## config.mk

```make
export PLATFORM = sky130hd
export DESIGN_NAME = stopwatch_lap_core_flat
export DESIGN_NICKNAME = d
export VERILOG_FILES = /design/src/rtl/stopwatch_lap_if.sv /design/src/rtl/stopwatch_lap_core.sv /design/src/flat_wrapper.sv
export SDC_FILE = /design/constraint.sdc
export NUM_CORES = 1
export LEC_CHECK = 0
export ABC_AREA = 1
export ABC_CLOCK_PERIOD_IN_PS = 15100
export CAP_MARGIN = 20
export CORE_MARGIN = 8
export CORE_UTILIZATION = 40
export DETAILED_ROUTE_END_ITERATION = 7
export GPL_ROUTABILITY_DRIVEN = 0
export HOLD_SLACK_MARGIN = 0.12
export SLEW_MARGIN = 10
export SYNTH_ARGS = -nofsm -noshare
export SYNTH_HDL_FRONTEND = slang
export SYNTH_SLANG_ARGS = --single-unit
```

## constraint.sdc

```tcl
create_clock -name clk -period 15.1 [get_ports clk]
set_input_delay 3.775 -clock clk [delete_from_list [all_inputs] [get_ports clk]]
set_output_delay 3.775 -clock clk [all_outputs]
set_load 0.1 [all_outputs]
```

## src/rtl/stopwatch_lap_if.sv

```systemverilog
// Key-pulse inputs and display/lap outputs of the stopwatch lap core, grouped as one bundle.
// master = pulse generators / display side, slave = stopwatch_lap_core.
interface stopwatch_lap_if #(
  parameter int unsigned MIN_DIGITS = 2,
  parameter int unsigned LAP_DEPTH  = 4
);
  localparam int unsigned TW = 16 + 4 * MIN_DIGITS;
  localparam int unsigned CW = $clog2(LAP_DEPTH) + 1;

  logic          start_pulse;
  logic          pause_pulse;
  logic          clear_pulse;
  logic          lap_pulse;
  logic          lap_rd_pulse;
  logic          count_down;
  logic [TW-1:0] preset_bcd;

  logic [TW-1:0] time_bcd;
  logic          running;
  logic          alarm;
  logic          tick_10ms;
  logic [TW-1:0] lap_bcd;
  logic [CW-1:0] lap_count;
  logic          lap_overflow;

  modport master (
    output start_pulse, pause_pulse, clear_pulse, lap_pulse, lap_rd_pulse, count_down,
    output preset_bcd,
    input  time_bcd, running, alarm, tick_10ms, lap_bcd, lap_count, lap_overflow
  );

  modport slave (
    input  start_pulse, pause_pulse, clear_pulse, lap_pulse, lap_rd_pulse, count_down,
    input  preset_bcd,
    output time_bcd, running, alarm, tick_10ms, lap_bcd, lap_count, lap_overflow
  );
endinterface

```

## src/rtl/stopwatch_lap_core.sv

```systemverilog
// Stopwatch core: control FSM, 10 ms prescaler, BCD time counter and lap FIFO in one domain.
// Optional countdown mode is enabled by defining COUNTDOWN_EN.
module stopwatch_lap_core #(
  parameter int unsigned CLK_DIV    = 1_000_000,
  parameter int unsigned MIN_DIGITS = 2,
  parameter int unsigned LAP_DEPTH  = 4
) (
  input logic           clk,
  input logic           reset,
  stopwatch_lap_if.slave bus
);
  localparam int unsigned TW = 16 + 4 * MIN_DIGITS;
  localparam int unsigned ND = 4 + MIN_DIGITS;
  localparam int unsigned CW = $clog2(LAP_DEPTH) + 1;
  localparam int unsigned AW = $clog2(LAP_DEPTH);
  localparam int unsigned PW = $clog2(CLK_DIV);
  localparam logic [PW-1:0] PRESC_MAX = PW'(CLK_DIV - 1);

  // Seconds-tens is the only digit that wraps at 5.
  function automatic logic [3:0] digit_max(input int i);
    return (i == 3) ? 4'd5 : 4'd9;
  endfunction

  function automatic logic [TW-1:0] limit_word();
    logic [TW-1:0] w;
    w = '0;
    for (int i = 0; i < int'(ND); i++) w[4*i +: 4] = digit_max(i);
    return w;
  endfunction

  localparam logic [TW-1:0] LIMIT = limit_word();

  // One BCD increment or decrement with digit-wise carry/borrow ripple.
  function automatic logic [TW-1:0] bcd_step(input logic [TW-1:0] t, input logic down);
    logic [TW-1:0] r;
    logic          c;
    logic [3:0]    d;
    logic [3:0]    mx;
    r = t;
    c = 1'b1;
    for (int i = 0; i < int'(ND); i++) begin
      d  = t[4*i +: 4];
      mx = digit_max(i);
      if (c) begin
        if (!down) begin
          if (d >= mx) begin
            d = 4'd0;
            c = 1'b1;
          end else begin
            d = d + 4'd1;
            c = 1'b0;
          end
        end else begin
          if (d == 4'd0) begin
            d = mx;
            c = 1'b1;
          end else begin
            d = d - 4'd1;
            c = 1'b0;
          end
        end
      end
      r[4*i +: 4] = d;
    end
    return r;
  endfunction

  function automatic logic [TW-1:0] bcd_clamp(input logic [TW-1:0] t);
    logic [TW-1:0] r;
    r = t;
    for (int i = 0; i < int'(ND); i++) begin
      if (t[4*i +: 4] > 4'd9) r[4*i +: 4] = 4'd9;
    end
    return r;
  endfunction

  typedef enum logic [1:0] {StIdle, StRun, StPause, StAlarm} state_e;

  state_e        state_q, state_d;
  logic [PW-1:0] presc_q, presc_d;
  logic [TW-1:0] time_q, time_d;
  logic          mode_q, mode_d;
  logic          loaded_q, loaded_d;

  logic          cd_in;
  logic [TW-1:0] preset_w;
  logic          tick;
  logic [TW-1:0] step_w;
  logic [TW-1:0] goal_w;
  logic [TW-1:0] start_val;

`ifdef COUNTDOWN_EN
  assign cd_in    = bus.count_down;
  assign preset_w = bcd_clamp(bus.preset_bcd);
`else
  logic unused_cd;
  assign cd_in     = 1'b0;
  assign preset_w  = '0;
  assign unused_cd = ^{bus.count_down, bus.preset_bcd, bcd_clamp('0)};
`endif

  assign tick      = (state_q == StRun) && (presc_q == PRESC_MAX);
  assign step_w    = bcd_step(time_q, mode_q);
  assign goal_w    = mode_q ? '0 : LIMIT;
  // After reset no preset has been loaded yet, so a countdown start takes it directly.
  assign start_val = loaded_q ? time_q : preset_w;

  always_comb begin
    state_d  = state_q;
    presc_d  = presc_q;
    time_d   = time_q;
    mode_d   = mode_q;
    loaded_d = loaded_q;
    if (bus.clear_pulse) begin
      state_d  = StIdle;
      presc_d  = '0;
      time_d   = cd_in ? preset_w : '0;
      loaded_d = cd_in;
      mode_d   = cd_in;
    end else begin
      unique case (state_q)
        StIdle: begin
          mode_d = cd_in;
          if (bus.start_pulse) begin
            if (cd_in) begin
              time_d  = start_val;
              state_d = (start_val == '0) ? StAlarm : StRun;
            end else begin
              state_d = StRun;
            end
          end
        end
        StRun: begin
          if (tick) begin
            presc_d = '0;
            time_d  = step_w;
            if (step_w == goal_w) state_d = StAlarm;
            else if (bus.pause_pulse) state_d = StPause;
          end else begin
            presc_d = presc_q + PW'(1);
            if (bus.pause_pulse) state_d = StPause;
          end
        end
        StPause: begin
          if (bus.start_pulse) state_d = StRun;
        end
        StAlarm: ;
        default: state_d = StIdle;
      endcase
    end
  end

  always_ff @(posedge clk or posedge reset) begin
    if (reset) begin
      state_q  <= StIdle;
      presc_q  <= '0;
      time_q   <= '0;
      mode_q   <= 1'b0;
      loaded_q <= 1'b0;
    end else begin
      state_q  <= state_d;
      presc_q  <= presc_d;
      time_q   <= time_d;
      mode_q   <= mode_d;
      loaded_q <= loaded_d;
    end
  end

  // Lap FIFO
  logic [TW-1:0] lap_mem [LAP_DEPTH];
  logic [AW-1:0] wr_q, rd_q;
  logic [CW-1:0] cnt_q;
  logic          ovf_q;
  logic          lap_acc, do_pop, do_wr, lap_drop, fifo_full;

  assign fifo_full = (cnt_q == CW'(LAP_DEPTH));
  assign lap_acc   = bus.lap_pulse && ((state_q == StRun) || (state_q == StPause));
  assign do_pop    = bus.lap_rd_pulse && (cnt_q != '0);
  // A pop in the same cycle frees the slot the new lap goes into.
  assign do_wr     = lap_acc && (!fifo_full || do_pop);
  assign lap_drop  = lap_acc && fifo_full && !do_pop;

  always_ff @(posedge clk or posedge reset) begin
    if (reset) begin
      wr_q  <= '0;
      rd_q  <= '0;
      cnt_q <= '0;
      ovf_q <= 1'b0;
      for (int i = 0; i < int'(LAP_DEPTH); i++) lap_mem[i] <= '0;
    end else if (bus.clear_pulse) begin
      wr_q  <= '0;
      rd_q  <= '0;
      cnt_q <= '0;
      ovf_q <= 1'b0;
    end else begin
      if (do_wr) begin
        lap_mem[wr_q] <= time_q;
        wr_q          <= wr_q + AW'(1);
      end
      if (do_pop) rd_q <= rd_q + AW'(1);
      if (do_wr && !do_pop) cnt_q <= cnt_q + CW'(1);
      else if (!do_wr && do_pop) cnt_q <= cnt_q - CW'(1);
      if (lap_drop) ovf_q <= 1'b1;
    end
  end

  assign bus.time_bcd     = time_q;
  assign bus.running      = (state_q == StRun);
  assign bus.alarm        = (state_q == StAlarm);
  assign bus.tick_10ms    = tick;
  assign bus.lap_bcd      = (cnt_q == '0) ? '0 : lap_mem[rd_q];
  assign bus.lap_count    = cnt_q;
  assign bus.lap_overflow = ovf_q;

endmodule

```

## src/flat_wrapper.sv

```systemverilog
// flat-port wrapper written by rule: the top's interface ports become plain ports
module stopwatch_lap_core_flat 
#(
  parameter int unsigned CLK_DIV    = 1_000_000,
  parameter int unsigned MIN_DIGITS = 2,
  parameter int unsigned LAP_DEPTH  = 4
)
  (clk, reset, bus_start_pulse, bus_pause_pulse, bus_clear_pulse, bus_lap_pulse, bus_lap_rd_pulse, bus_count_down, bus_preset_bcd, bus_time_bcd, bus_running, bus_alarm, bus_tick_10ms, bus_lap_bcd, bus_lap_count, bus_lap_overflow);
  stopwatch_lap_if #(.MIN_DIGITS(MIN_DIGITS), .LAP_DEPTH(LAP_DEPTH)) bus_i ();
  input logic clk;
  input logic reset;
  input wire logic [$bits(bus_i.start_pulse)-1:0] bus_start_pulse;
  input wire logic [$bits(bus_i.pause_pulse)-1:0] bus_pause_pulse;
  input wire logic [$bits(bus_i.clear_pulse)-1:0] bus_clear_pulse;
  input wire logic [$bits(bus_i.lap_pulse)-1:0] bus_lap_pulse;
  input wire logic [$bits(bus_i.lap_rd_pulse)-1:0] bus_lap_rd_pulse;
  input wire logic [$bits(bus_i.count_down)-1:0] bus_count_down;
  input wire logic [$bits(bus_i.preset_bcd)-1:0] bus_preset_bcd;
  output wire logic [$bits(bus_i.time_bcd)-1:0] bus_time_bcd;
  output wire logic [$bits(bus_i.running)-1:0] bus_running;
  output wire logic [$bits(bus_i.alarm)-1:0] bus_alarm;
  output wire logic [$bits(bus_i.tick_10ms)-1:0] bus_tick_10ms;
  output wire logic [$bits(bus_i.lap_bcd)-1:0] bus_lap_bcd;
  output wire logic [$bits(bus_i.lap_count)-1:0] bus_lap_count;
  output wire logic [$bits(bus_i.lap_overflow)-1:0] bus_lap_overflow;
  assign bus_i.start_pulse = bus_start_pulse;
  assign bus_i.pause_pulse = bus_pause_pulse;
  assign bus_i.clear_pulse = bus_clear_pulse;
  assign bus_i.lap_pulse = bus_lap_pulse;
  assign bus_i.lap_rd_pulse = bus_lap_rd_pulse;
  assign bus_i.count_down = bus_count_down;
  assign bus_i.preset_bcd = bus_preset_bcd;
  assign bus_time_bcd = bus_i.time_bcd;
  assign bus_running = bus_i.running;
  assign bus_alarm = bus_i.alarm;
  assign bus_tick_10ms = bus_i.tick_10ms;
  assign bus_lap_bcd = bus_i.lap_bcd;
  assign bus_lap_count = bus_i.lap_count;
  assign bus_lap_overflow = bus_i.lap_overflow;
  stopwatch_lap_core #(.CLK_DIV(CLK_DIV), .MIN_DIGITS(MIN_DIGITS), .LAP_DEPTH(LAP_DEPTH)) u_core (.clk(clk), .reset(reset), .bus(bus_i));
endmodule
```

==> out/qor.csv, run 1 <==
metric;value;unit
status;finished clean;
pin count of the biggest net entering global routing;93;
WL per Instance;15.2;µm
syn nets;1054;
R2R Path End;u_core.bus.time_bcd[11];
CTS root buffer;clkbuf_16;
most common cell after layout, fill and taps aside;nand2_1;
Post-Layout Cell Count;1313;
Initial Util;0.405;
Yosys reg bits;150;
HP Start;u_core.lap_mem[48];
DIE AREA;24400;µm²
min Tclk post-route;8.11;ns
final wirelength;20000;µm
diodes inserted;0;
Nets;1096;
final core utilization;0.476;
Post-synth EDFFs;0;
R2R depth;10;
post-layout power;1.24;mW
clk sink count;150;
Post-Place Setup Slack;7.34;ns
final setup violation count;0;
Total GRT Usage;0.169;
via count;6615;
Seq/Total Area, Yosys;0.478;
cells after synthesis;993;
Data arrival, critical path;4.33;ns
core region area;19400;µm²
Async SR Flop Fraction;1.00;
predominant post-synthesis flop cell;dfrtp_1;
crit path cell chain;clkinv_1 -> nor2_1 -> o21ai_0 -> a21oi_1 -> clkdlybuf4s50_1;
Clock Latency Late Sink;0.43;ns
clock buffer depth;2;
gr ovfl total;0;
post-DP HPWL;12900;µm
Setup crit start;u_core.rd_q[1];
crit-path max FO;25;
Worst Path Buf+Inv;2;
Post-CTS Hold Fix Bufs;0;
cell total after placement;1280;
CP required;11.32;ns
Vias per Instance;5.04;
Max Slew Vio Count;0;
first-pass GRT wire length;33000;µm
Site Rows;51;
clock-pin slew on the worst setup and hold paths;0.06;ns
power per cell area;134;nW/µm²
H-tree Lvls;4;
crit path capture type;primary output;
area delta synth->final;17.5;%
worst setup margin;6.99;ns
drt drc;0;
kind of critical path;flip-flop to primary output;
critical path's slowest cell;clkdlybuf4s50_1;
R2R Setup Slk;12.25;ns
Worst R2R Start;u_core.state_q[1];
Max-cap violations;0;
CP Depth;5;
Critical Path Sink;bus_lap_bcd[9];
commonest non-fill, non-tap cells in the layout;nand2_1, nor2_1, o21ai_0;
Peak VDD IR;0.0000873;V
crit-path leading delay family;buffers and inverters;
Fin. Hold Viols;0;
Max-slew headroom;0.324;
skew final;0.0116;ns
Least-Margin Pin Slew;1.01;ns
Die Ht;156;µm
sum of negative setup slack;0;ns
DP Area;8660;µm²
vias in the first global route;6381;
Mapped Area;7860;µm²
fmax;0.123;GHz
drt first-iter violations;605;
leakage power;4.05;nW
delay of the slowest critical-path stage;1.19;ns
Avg Cell Area, Syn;7.91;µm²
minimum hold slack;0.479;ns
Post-CTS Setup Inserts;0;
Worst Hold Class;flip-flop to flip-flop;
antenna violations before repair;0;
Yosys cell types;44;
die width;156;µm
Resized Gates After CTS;0;
synth warn;0;
antenna-violating nets left;0;
Design Area, Final;9240;µm²
TritonCTS clock tree;built;
Critical Path Start Type;flip-flop;
IO buf count;61;
io pins;87;
RSZ-0062 raised after global routing;false;
1st-pass router iterations;7;
Final Cycle Share;0.537;
Num CTS Buffers;17;
share of layout cells above drive strength 1;0.0754;
==> worst min-delay path by stage <==
stage / endpoint / slack, ns / cells past startpoint
after floorplan: u_core.lap_mem[0] / 0.45 / 2
after global placement: u_core.lap_mem[69] / 0.46 / 2
after detailed placement: u_core.lap_mem[48] / 0.47 / 2
after CTS: u_core.lap_mem[57] / 0.48 / 2
after global routing: u_core.lap_mem[11] / 0.50 / 2
final: u_core.lap_mem[48] / 0.48 / 2
==> final cells by class <==
type / count / area, µm²
repair buffers: 69 / 678
fillers: 1998 / 10200
inverters: 83 / 318
clock buffers: 17 / 425
well taps: 265 / 332
clock inverters: 15 / 135
flip-flops and latches: 150 / 3750
multi-input cells: 714 / 3590
==> per-layer routing <==
layer / global-route usage / wire length, µm / up-vias
li1: - / - / 3342
met1: 0.225 / 9510 / 3121
met2: 0.273 / 9200 / 133
met3: 0.0310 / 1000 / 19
met4: 0.0581 / 284 / 0
met5: 0 / 0 / -
==> cell usage after synthesis (4+ instances only) <==
| master | instances | area share |
|---|---|---|
| buf_1 | 7 | 0.0033 |
| nor2_1 | 161 | 0.077 |
| nand4_1 | 13 | 0.010 |
| xor2_1 | 7 | 0.0078 |
| inv_1 | 75 | 0.036 |
| nand2_1 | 193 | 0.092 |
| a21oi_1 | 35 | 0.022 |
| o21ai_1 | 11 | 0.0070 |
| ha_1 | 28 | 0.045 |
| dfrtp_1 | 150 | 0.48 |
| nor3_1 | 6 | 0.0038 |
| o32ai_1 | 5 | 0.0056 |
| nand2_2 | 10 | 0.0080 |
| nand3_1 | 37 | 0.024 |
| inv_2 | 4 | 0.0019 |
| clkbuf_1 | 27 | 0.013 |
| o22ai_1 | 15 | 0.012 |
| buf_2 | 9 | 0.0057 |
| o21ai_0 | 156 | 0.099 |
| nor2_2 | 7 | 0.0056 |
==> sequential cells by signal (all words and copies together) (netlist names) <==
signal and cells:
u_core.lap_mem 96, u_core.bus.time_bcd 24, u_core.presc_q 20, u_core.bus.lap_count 3, u_core.rd_q 2, u_core.state_q 2, u_core.wr_q 2, u_core.bus.lap_overflow 1
==> where the power goes <==
| group | internal (mW) | switching (mW) | total, mW |
|---|---|---|---|
| Sequential | 0.418 | 0.0151 | 0.434 |
| Combinational | 0.0895 | 0.315 | 0.404 |
| Clock | 0.217 | 0.186 | 0.402 |
==> cells by family after synthesis <==
group,Yosys count,share of synthesized area
buffers and inverters,129,0.0651
AND/OR/NAND/NOR,441,0.239
flip-flops,150,0.478
XOR/XNOR,9,0.0100
AO/OA/AOI/OAI,235,0.161
adder cells (fa/ha/maj),29,0.0471
==> worst min-delay path, stage by stage (launching register included) <==
cell and delay (ns):
dfrtp_1 0.34, nand2_1 0.05, o21ai_0 0.05
(Power assumes the default switching activity.)
==> run 2: changes to the inputs <==
ABC_CLOCK_PERIOD_IN_PS = 8150   (was 15100)
clock period = 8.15 ns   (was 15.1 ns; I/O delays follow)
==> out/qor.csv, run 2 (synthesis results as in run 1) <==
metric;value;unit
CP required;6.11;ns
cell total after placement;1281;
first-pass GRT wire length;33500;µm
H-tree Lvls;4;
diodes inserted;0;
number of flip-flops in the largest register;96;
sum of negative setup slack;0;ns
Least-Margin Pin Slew;1.11;ns
pin count of the biggest net entering global routing;110;
gr ovfl total;0;
Vias per Instance;5.06;
Resized Gates After CTS;0;
IO buf count;61;
skew final;0.00882;ns
power per cell area;254;nW/µm²
Nets;1097;
Num CTS Buffers;17;
minimum hold slack;0.480;ns
Max-slew headroom;0.260;
DP Area;8670;µm²
leakage power;4.08;nW
clock buffer depth;2;
Clock Latency Late Sink;0.43;ns
Data arrival, critical path;4.07;ns
share of layout cells above drive strength 1;0.0763;
Total GRT Usage;0.173;
antenna violations before repair;0;
via count;6652;
Design Area, Final;9300;µm²
WL per Instance;15.3;µm
clock-pin slew on the worst setup and hold paths;0.06;ns
Post-Layout Cell Count;1314;
DIE AREA;24400;µm²
drt first-iter violations;530;
Max-cap violations;0;
clk sink count;150;
drt drc;0;
post-DP HPWL;13000;µm
Peak VDD IR;0.000159;V
Fin. Hold Viols;0;
final setup violation count;0;
die width;156;µm
crit path capture type;primary output;
kind of critical path;flip-flop to primary output;
Die Ht;156;µm
largest register by flop count;u_core.lap_mem;
Post-CTS Hold Fix Bufs;0;
Initial Util;0.405;
Critical Path Start Type;flip-flop;
status;finished clean;
min Tclk post-route;6.10;ns
Final Cycle Share;0.749;
vias in the first global route;6461;
most common cell after layout, fill and taps aside;nand2_1;
Post-CTS Setup Inserts;0;
final core utilization;0.479;
fmax;0.164;GHz
final wirelength;20100;µm
RSZ-0062 raised after global routing;false;
CTS root buffer;clkbuf_16;
Max Slew Vio Count;0;
core region area;19400;µm²
worst setup margin;2.05;ns
commonest non-fill, non-tap cells in the layout;nand2_1, nor2_1, o21ai_0;
1st-pass router iterations;5;
Site Rows;51;
TritonCTS clock tree;built;
Worst Hold Class;flip-flop to flip-flop;
io pins;87;
area delta synth->final;18.3;%
antenna-violating nets left;0;
crit-path max FO;25;
Post-Place Setup Slack;2.44;ns
post-layout power;2.36;mW
[run 2: cell types whose count changed in the layout (fill, tap and decap cells not counted), sizes merged]
cell | before | now
inv | 87 | 85
bufinv | 0 | 2
clkbuf | 17 | 18
buf | 8 | 9
clkinvlp | 2 | 1
[run 2: cell type report]
cell class              instances  area, µm²
well taps                     265        332
clock buffers                  18        439
repair buffers                 70        698
multi-input cells             714       3590
flip-flops and latches        150       3750
fillers                      1973      10100
clock inverters                14        165
inverters                      83        318
[run 2: power breakdown]
part	switching [mW]	leakage, nW	total, mW	internal (mW)
clock network	0.336	0.296	0.804	0.468
registers	0.0285	2.08	0.804	0.775
logic	0.585	1.70	0.753	0.167
[run 2: path summary, 6_finish.rpt]
kind	startpoint	end	slack (ns)	cells past startpoint
max	u_core.rd_q[1]	bus_lap_bcd[9]	2.05	6
min	u_core.lap_mem[2]	u_core.lap_mem[2]	0.48	2
max reg2reg	u_core.state_q[1]	u_core.presc_q[13]	5.07	9
min reg2reg	u_core.lap_mem[2]	u_core.lap_mem[2]	0.48	2
max in group asynchronous	reset	u_core.lap_mem[53]	4.88	4
min in group asynchronous	reset	u_core.bus.time_bcd[20]	2.02	2
[run 2: routing by layer]
layer  vias up  part of all wire  global-route usage
met5         -                 0                   0
met4         0             0.014              0.0522
met3        22             0.044              0.0391
met2       124              0.46               0.277
met1      3169              0.48               0.229
li1       3337                 -                   -
[run 2: worst max-delay path, stage by stage, from the launching register on]
cell             delay, ns
dfrtp_1               1.01
clkinv_1              0.56
buf_4                 0.37
nor2_1                0.12
o21ai_0               0.09
a21oi_1               0.28
clkdlybuf4s50_1       1.20
